## src/rtl/gameport_paddles.sv

```systemverilog
// gameport_paddles
//   Apple II game-port paddle timer. Each channel emulates one 555 one-shot:
//   a strobe loads a tick count derived from a signed analog sample, and the
//   channel's output bit stays high while that count runs down to zero.
//   Counting advances on rising edges of CLK_2M, detected in the CLK_14M domain.
//
//   Optional build macro: GAMEPORT_DEADZONE_EN
//     defined   -> samples with |a| <= DEADZONE load exactly CENTER
//     undefined -> no dead zone (DEADZONE is only range-checked)
//
// Ports
//   CLK_14M     in   1               master clock
//   reset_n     in   1               asynchronous active-low reset
//   CLK_2M      in   1               CPU clock; its rising edge is the count tick
//   pdl_strobe  in   1               C07x access; reloads every enabled channel
//   pdl_en      in   NUM_PDL         per-channel enable
//   joy_an      in   NUM_PDL*AN_W    signed samples, channel i at [i*AN_W +: AN_W]
//   pdl_out     out  NUM_PDL         timer-running bits (pdl0..pdl3 of GAMEPORT)
//   busy        out  1               OR of pdl_out
module gameport_paddles #(
  parameter int unsigned NUM_PDL   = 4,
  parameter int unsigned AN_W      = 8,
  parameter int unsigned CNT_W     = 13,
  parameter int          CENTER    = 2800,
  parameter int          GAIN      = 22,
  parameter int          CLAMP_HI  = 5590,
  parameter int          MAX_COUNT = 5650,
  parameter logic [3:0]  INVERT    = 4'b0000,
  parameter int          DEADZONE  = 4
) (
  input  logic                    CLK_14M,
  input  logic                    reset_n,
  input  logic                    CLK_2M,
  input  logic                    pdl_strobe,
  input  logic [NUM_PDL-1:0]      pdl_en,
  input  logic [NUM_PDL*AN_W-1:0] joy_an,
  output logic [NUM_PDL-1:0]      pdl_out,
  output logic                    busy
);

  // Internal arithmetic width: wide enough that CENTER + GAIN*s never overflows.
  localparam int unsigned LW = CNT_W + AN_W + 6;

  localparam logic signed [LW-1:0] CENTER_S = LW'(CENTER);
  localparam logic signed [LW-1:0] GAIN_S   = LW'(GAIN);
  localparam logic signed [LW-1:0] CLAMP_S  = LW'(CLAMP_HI);
  localparam logic signed [LW-1:0] AMAX_S   = LW'((1 << (AN_W - 1)) - 1);
  localparam logic [CNT_W-1:0]     MAX_CNT  = CNT_W'(MAX_COUNT);
`ifdef GAMEPORT_DEADZONE_EN
  localparam logic signed [LW-1:0] DZ_S     = LW'(DEADZONE);
`endif

  // Elaboration-time parameter sanity checks.
  if (NUM_PDL < 1 || NUM_PDL > 4) begin : g_bad_num_pdl
    $error("gameport_paddles: NUM_PDL must be 1..4");
  end
  if (MAX_COUNT >= (1 << CNT_W) || MAX_COUNT < 0) begin : g_bad_cnt_w
    $error("gameport_paddles: CNT_W too narrow for MAX_COUNT");
  end
  if (DEADZONE < 0 || DEADZONE >= (1 << (AN_W - 1))) begin : g_bad_deadzone
    $error("gameport_paddles: DEADZONE out of sample range");
  end

  logic                 clk2_q;
  logic                 tick;
  logic [NUM_PDL-1:0]   pdl_out_q, pdl_out_d;
  logic [CNT_W-1:0]     cnt_q  [NUM_PDL];
  logic [CNT_W-1:0]     cnt_d  [NUM_PDL];
  logic [AN_W-1:0]      held_q [NUM_PDL];
  logic [AN_W-1:0]      held_d [NUM_PDL];

  // Sample -> tick count. Negating the most-negative sample saturates to +max
  // so an inverted full-left stick reads as full-right rather than wrapping.
  function automatic logic [CNT_W-1:0] load_val(input logic [AN_W-1:0] a,
                                                input logic            inv);
    logic signed [LW-1:0] a_s;
    logic signed [LW-1:0] s;
    logic signed [LW-1:0] v;
    logic                 a_min;
    a_s   = {{(LW-AN_W){a[AN_W-1]}}, a};
    a_min = (a == {1'b1, {(AN_W-1){1'b0}}});
`ifdef GAMEPORT_DEADZONE_EN
    if (((a_s[LW-1]) ? -a_s : a_s) <= DZ_S) begin
      a_s   = '0;
      a_min = 1'b0;
    end
`endif
    if (inv) s = a_min ? AMAX_S : -a_s;
    else     s = a_s;
    v = CENTER_S + GAIN_S * s;
    if (v[LW-1])          load_val = '0;
    else if (v >= CLAMP_S) load_val = MAX_CNT;
    else                   load_val = v[CNT_W-1:0];
  endfunction

  assign tick = CLK_2M & ~clk2_q;

  // Per-channel update. Later assignments win: the strobe load overrides the
  // decrement, and a disabled channel is forced idle whatever else happened.
  always_comb begin
    pdl_out_d = pdl_out_q;
    cnt_d     = cnt_q;
    held_d    = held_q;
    if (tick) begin
      for (int unsigned i = 0; i < NUM_PDL; i++) begin
        pdl_out_d[i] = pdl_en[i] & (cnt_q[i] != '0);
        if (cnt_q[i] != '0) cnt_d[i] = cnt_q[i] - CNT_W'(1);
        if (!pdl_en[i]) begin
          cnt_d[i]     = '0;
          pdl_out_d[i] = 1'b0;
        end else if (pdl_strobe) begin
          held_d[i] = joy_an[i*AN_W +: AN_W];
          cnt_d[i]  = load_val(joy_an[i*AN_W +: AN_W], INVERT[i]);
        end
      end
    end
  end

  always_ff @(posedge CLK_14M or negedge reset_n) begin
    if (!reset_n) begin
      clk2_q    <= 1'b0;
      pdl_out_q <= '0;
      for (int unsigned i = 0; i < NUM_PDL; i++) begin
        cnt_q[i]  <= '0;
        held_q[i] <= '0;
      end
    end else begin
      clk2_q    <= CLK_2M;
      pdl_out_q <= pdl_out_d;
      cnt_q     <= cnt_d;
      held_q    <= held_d;
    end
  end

  assign pdl_out = pdl_out_q;
  assign busy    = |pdl_out_q;

endmodule

```

## config.mk

```make
export PLATFORM = sky130hd
export DESIGN_NAME = gameport_paddles
export DESIGN_NICKNAME = d
export VERILOG_FILES = /design/src/rtl/gameport_paddles.sv
export SDC_FILE = /design/constraint.sdc
export NUM_CORES = 1
export LEC_CHECK = 0
export CAP_MARGIN = 20
export CORE_ASPECT_RATIO = 0.7
export CORE_MARGIN = 8
export CORE_UTILIZATION = 40
export CTS_BUF_LIST = sky130_fd_sc_hd__clkbuf_16
export DETAILED_ROUTE_END_ITERATION = 7
export RECOVER_POWER = 100
export SETUP_SLACK_MARGIN = 0.05
export SLEW_MARGIN = 20
export SYNTH_ARGS = -nofsm -noshare
export SYNTH_HDL_FRONTEND = slang
export SYNTH_SLANG_ARGS = --single-unit
```

## constraint.sdc

```tcl
create_clock -name CLK_14M -period 4 [get_ports CLK_14M]
set_input_delay 0.4 -clock CLK_14M [delete_from_list [all_inputs] [get_ports CLK_14M]]
set_output_delay 0.4 -clock CLK_14M [all_outputs]
set_load 0.1 [all_outputs]
```

==> results.ini <==
[run_status]
status=finished with violations
violations=capacitance limit, slew limit

[yosys]
synthTopCellsByArea=dfrtp_1, ha_1, xnor2_1
synth_cell_types=91
ys.flop_type=dfrtp_1
synth.largest_area_cell=dfrtp_1
synth_top_cell_area_share_pct=18.0
yosysSeqAreaShare_pct=18.0
synth_edf_count=0
syn_area_um2=7930
synth_area_per_cell_um2=8.18
yosysMostFrequentCell=ha_1
synth_nets=1118
synth-async-reset-ratio_pct=100
yosys_register_bits=57
synthCells=969
yosys_warnings=0
yosys-top-cells-count=ha_1, nand2_1, o21ai_0

[grt]
met1_usage_pct=24.9
grt_busiest_layer=met2
antenna_found_initial=0
grt_first_pass_wirelength_um=37300
grt_use_total_pct=17.8
grt_pass1_vias=8059
grt_use_met2_pct=29.0
grt_util_met3_pct=2.37
grt_max_degree=38
gr-total-overflow=0

[layout]
area_growth_pct=48.0
instances_no_fill=1513
fillers=1745
antennaDiodeCount=0
drive_gt1_share_pct=34.8
final_nets=1387
post-route-cell-area_um2=11700

[timing]
finalCriticalPeriod_ns=3.84
slew_violations=38
hold_slack_ns=0.485
rsz0062_at_grt=true
timing.fmax_mhz=261
maxSlewHeadroom_pct=-38.8
finalCritPeriodShare_pct=95.9
setup_viol=0
tns_ns=0
worstMarginPinSlew_ns=2.08
skew_ns=0.00712
hold_viol_final=0

[power]
p_leak_nw=5.27
clockPowerShare_pct=11.9
ir_worst_vdd_mv=0.288
power_switching_mw=2.87
power_mw=6.57
internal-power_mw=3.71
swShare_pct=43.6
p_seq_share_pct=14.4
power.density_nw_per_um2=560
combPwrFrac_pct=73.7

[clocking]
clkSlewWorstSetupHoldPaths_ns=0.05
cts_buffers=9
root_buffer=clkbuf_16
cts_hold_buf=0
clk_latency_ns=0.33
clock-sinks=57
cts_buffer_depth=2
htreeDepth=3
cts_tree=built

[worst_setup_path]
endpoint=cnt_q[7]
cp_max_fo=6
critPathArrivalTime_ns=4.08
criticalPathCategory=in -> reg
cpPeakStageDelay_ns=0.60
worst-path-buf-inv=3
cp_slowest_cell=fa_1
rr_startpoint=cnt_q[18]
cp_num_cells=14
end_kind=flop
crit_family=compound AO/OA/AOI/OAI gates
crit_chain=dlygate4sd2_1, buf_4, fa_1, ha_4, o21a_1, a2111oi_4, o31ai_4, buf_4, a21bo_2, nand4_1, o221ai_2, or3_4, or4_4, o221ai_2
reg2reg_to=cnt_q[15]
r2r_cells=10
cp.required_ns=4.25
r2r_setup_slack_ns=0.75
startpoint=joy_an[30]
worstSetupStartpointType=primary input

[routing]
ant_nets=0
wl_um=22200
wl_per_cell_um=14.7
drc=0
firstDrtPassIters=5
drt_iter0_drc=380
viasPerCell=5.38
via_count=8133

[flow_run]
maxCapViolCount=1

[die]
die_y_um=134
initial_core_util_pct=40.4
die_w_um=184
core_area_um2=19600
dieArea_um2=24600
io_pins=45
placementRows=43

[worst_hold_path]
min_path_type=reg -> reg

[placement]
globalplace.congestion=0.860
hpwl_um=16500
placed_cell_area_um2=10100
place_inst=1462
portBuffers=44

-- power groups by stage --
stage	Sequential, mW	Combinational [mW]	Clock, mW
2_1_floorplan	0.975	2.44	0
3_3_place_gp	0.948	3.95	0
3_5_place_dp	0.956	3.99	0
4_1_cts	0.946	4.38	0.794
5_1_grt	0.983	5.31	0.824
6_report	0.949	4.84	0.781
-- worst min-delay path by stage --
| stage | startpoint | end | cells after the start |
|---|---|---|---|
| 3_3_place_gp | cnt_q[21] | cnt_q[21] | 2 |
| 2_1_floorplan | reset_n | clk2_q | 0 |
| 5_1_grt | joy_an[24] | cnt_q[1] | 4 |
| 6_report | cnt_q[25] | cnt_q[25] | 2 |
| 3_5_place_dp | cnt_q[21] | cnt_q[21] | 2 |
| 4_1_cts | reset_n | cnt_q[13] | 1 |
-- placed cells by master (no fill, tap or decap), drive strengths merged, types with 40 or more instances in the layout --
master	Yosys	layout
nand2	87	87
buf	8	240
ha	89	89
xnor2	51	51
o21ai	85	85
nor3	40	40
nor2	59	59
dfrtp	57	57
inv	63	65
a21oi	60	60
-- registers in the layout (all words and copies together), names as in the netlist --
name     flops
clk2_q       1
cnt_q       52
pdl_out      4
-- metal layers --
| metal | vias to the layer above | part of all wire (%) |
|---|---|---|
| li1 | 4155 | - |
| met1 | 3835 | 50 |
| met2 | 127 | 46 |
| met3 | 16 | 2.7 |
| met4 | 0 | 0.96 |
| met5 | - | 0 |
-- layout make-up --
cell class / instances / area, um^2 / area share, %
Timing Repair Buffer: 284 / 2260 / 19.3
Clock inverter: 7 / 78.8 / 0.672
Tap cell: 270 / 338 / 2.88
Inverter: 63 / 236 / 2.02
Sequential cell: 57 / 1430 / 12.2
Multi-Input combinational cell: 823 / 7160 / 61.1
Clock buffer: 9 / 225 / 1.92
-- worst min-delay path: stages (launching register included) --
cell	delay, ns
dfrtp_1	0.35
nand2_1	0.05
nand2_1	0.05
-- repair_timing --
action,CTS,global route
endpoints found under the hold margin,0,0
gates resized for setup,93,122
gates cloned,0,1
pin swaps,63,82
endpoints found under the setup margin,45,44
buffers inserted,21,13
-- stage by stage --
stage / util, % / worst slack, ns
finish: 59.7 / 0.163
global route: 59.7 / 0.0171
CTS: 56.2 / 0.0504
detailed placement: 51.6 / -0.628
global placement: 51.6 / -0.544
floorplan: - / 0.0507
-- logic make-up (layout without fill, tap and decap cells) --
family / after synthesis / count (layout) / synth area share (%)
adder cells (fa/ha/maj): 109 / 109 / 19.1
XOR/XNOR: 83 / 83 / 9.65
flip-flops: 57 / 57 / 18.0
buffers and inverters: 89 / 363 / 4.33
AND/OR/NAND/NOR: 310 / 310 / 19.5
AO/OA/AOI/OAI: 310 / 310 / 27.9
multiplexers: 11 / 11 / 1.50
(Power assumes the default switching activity.)
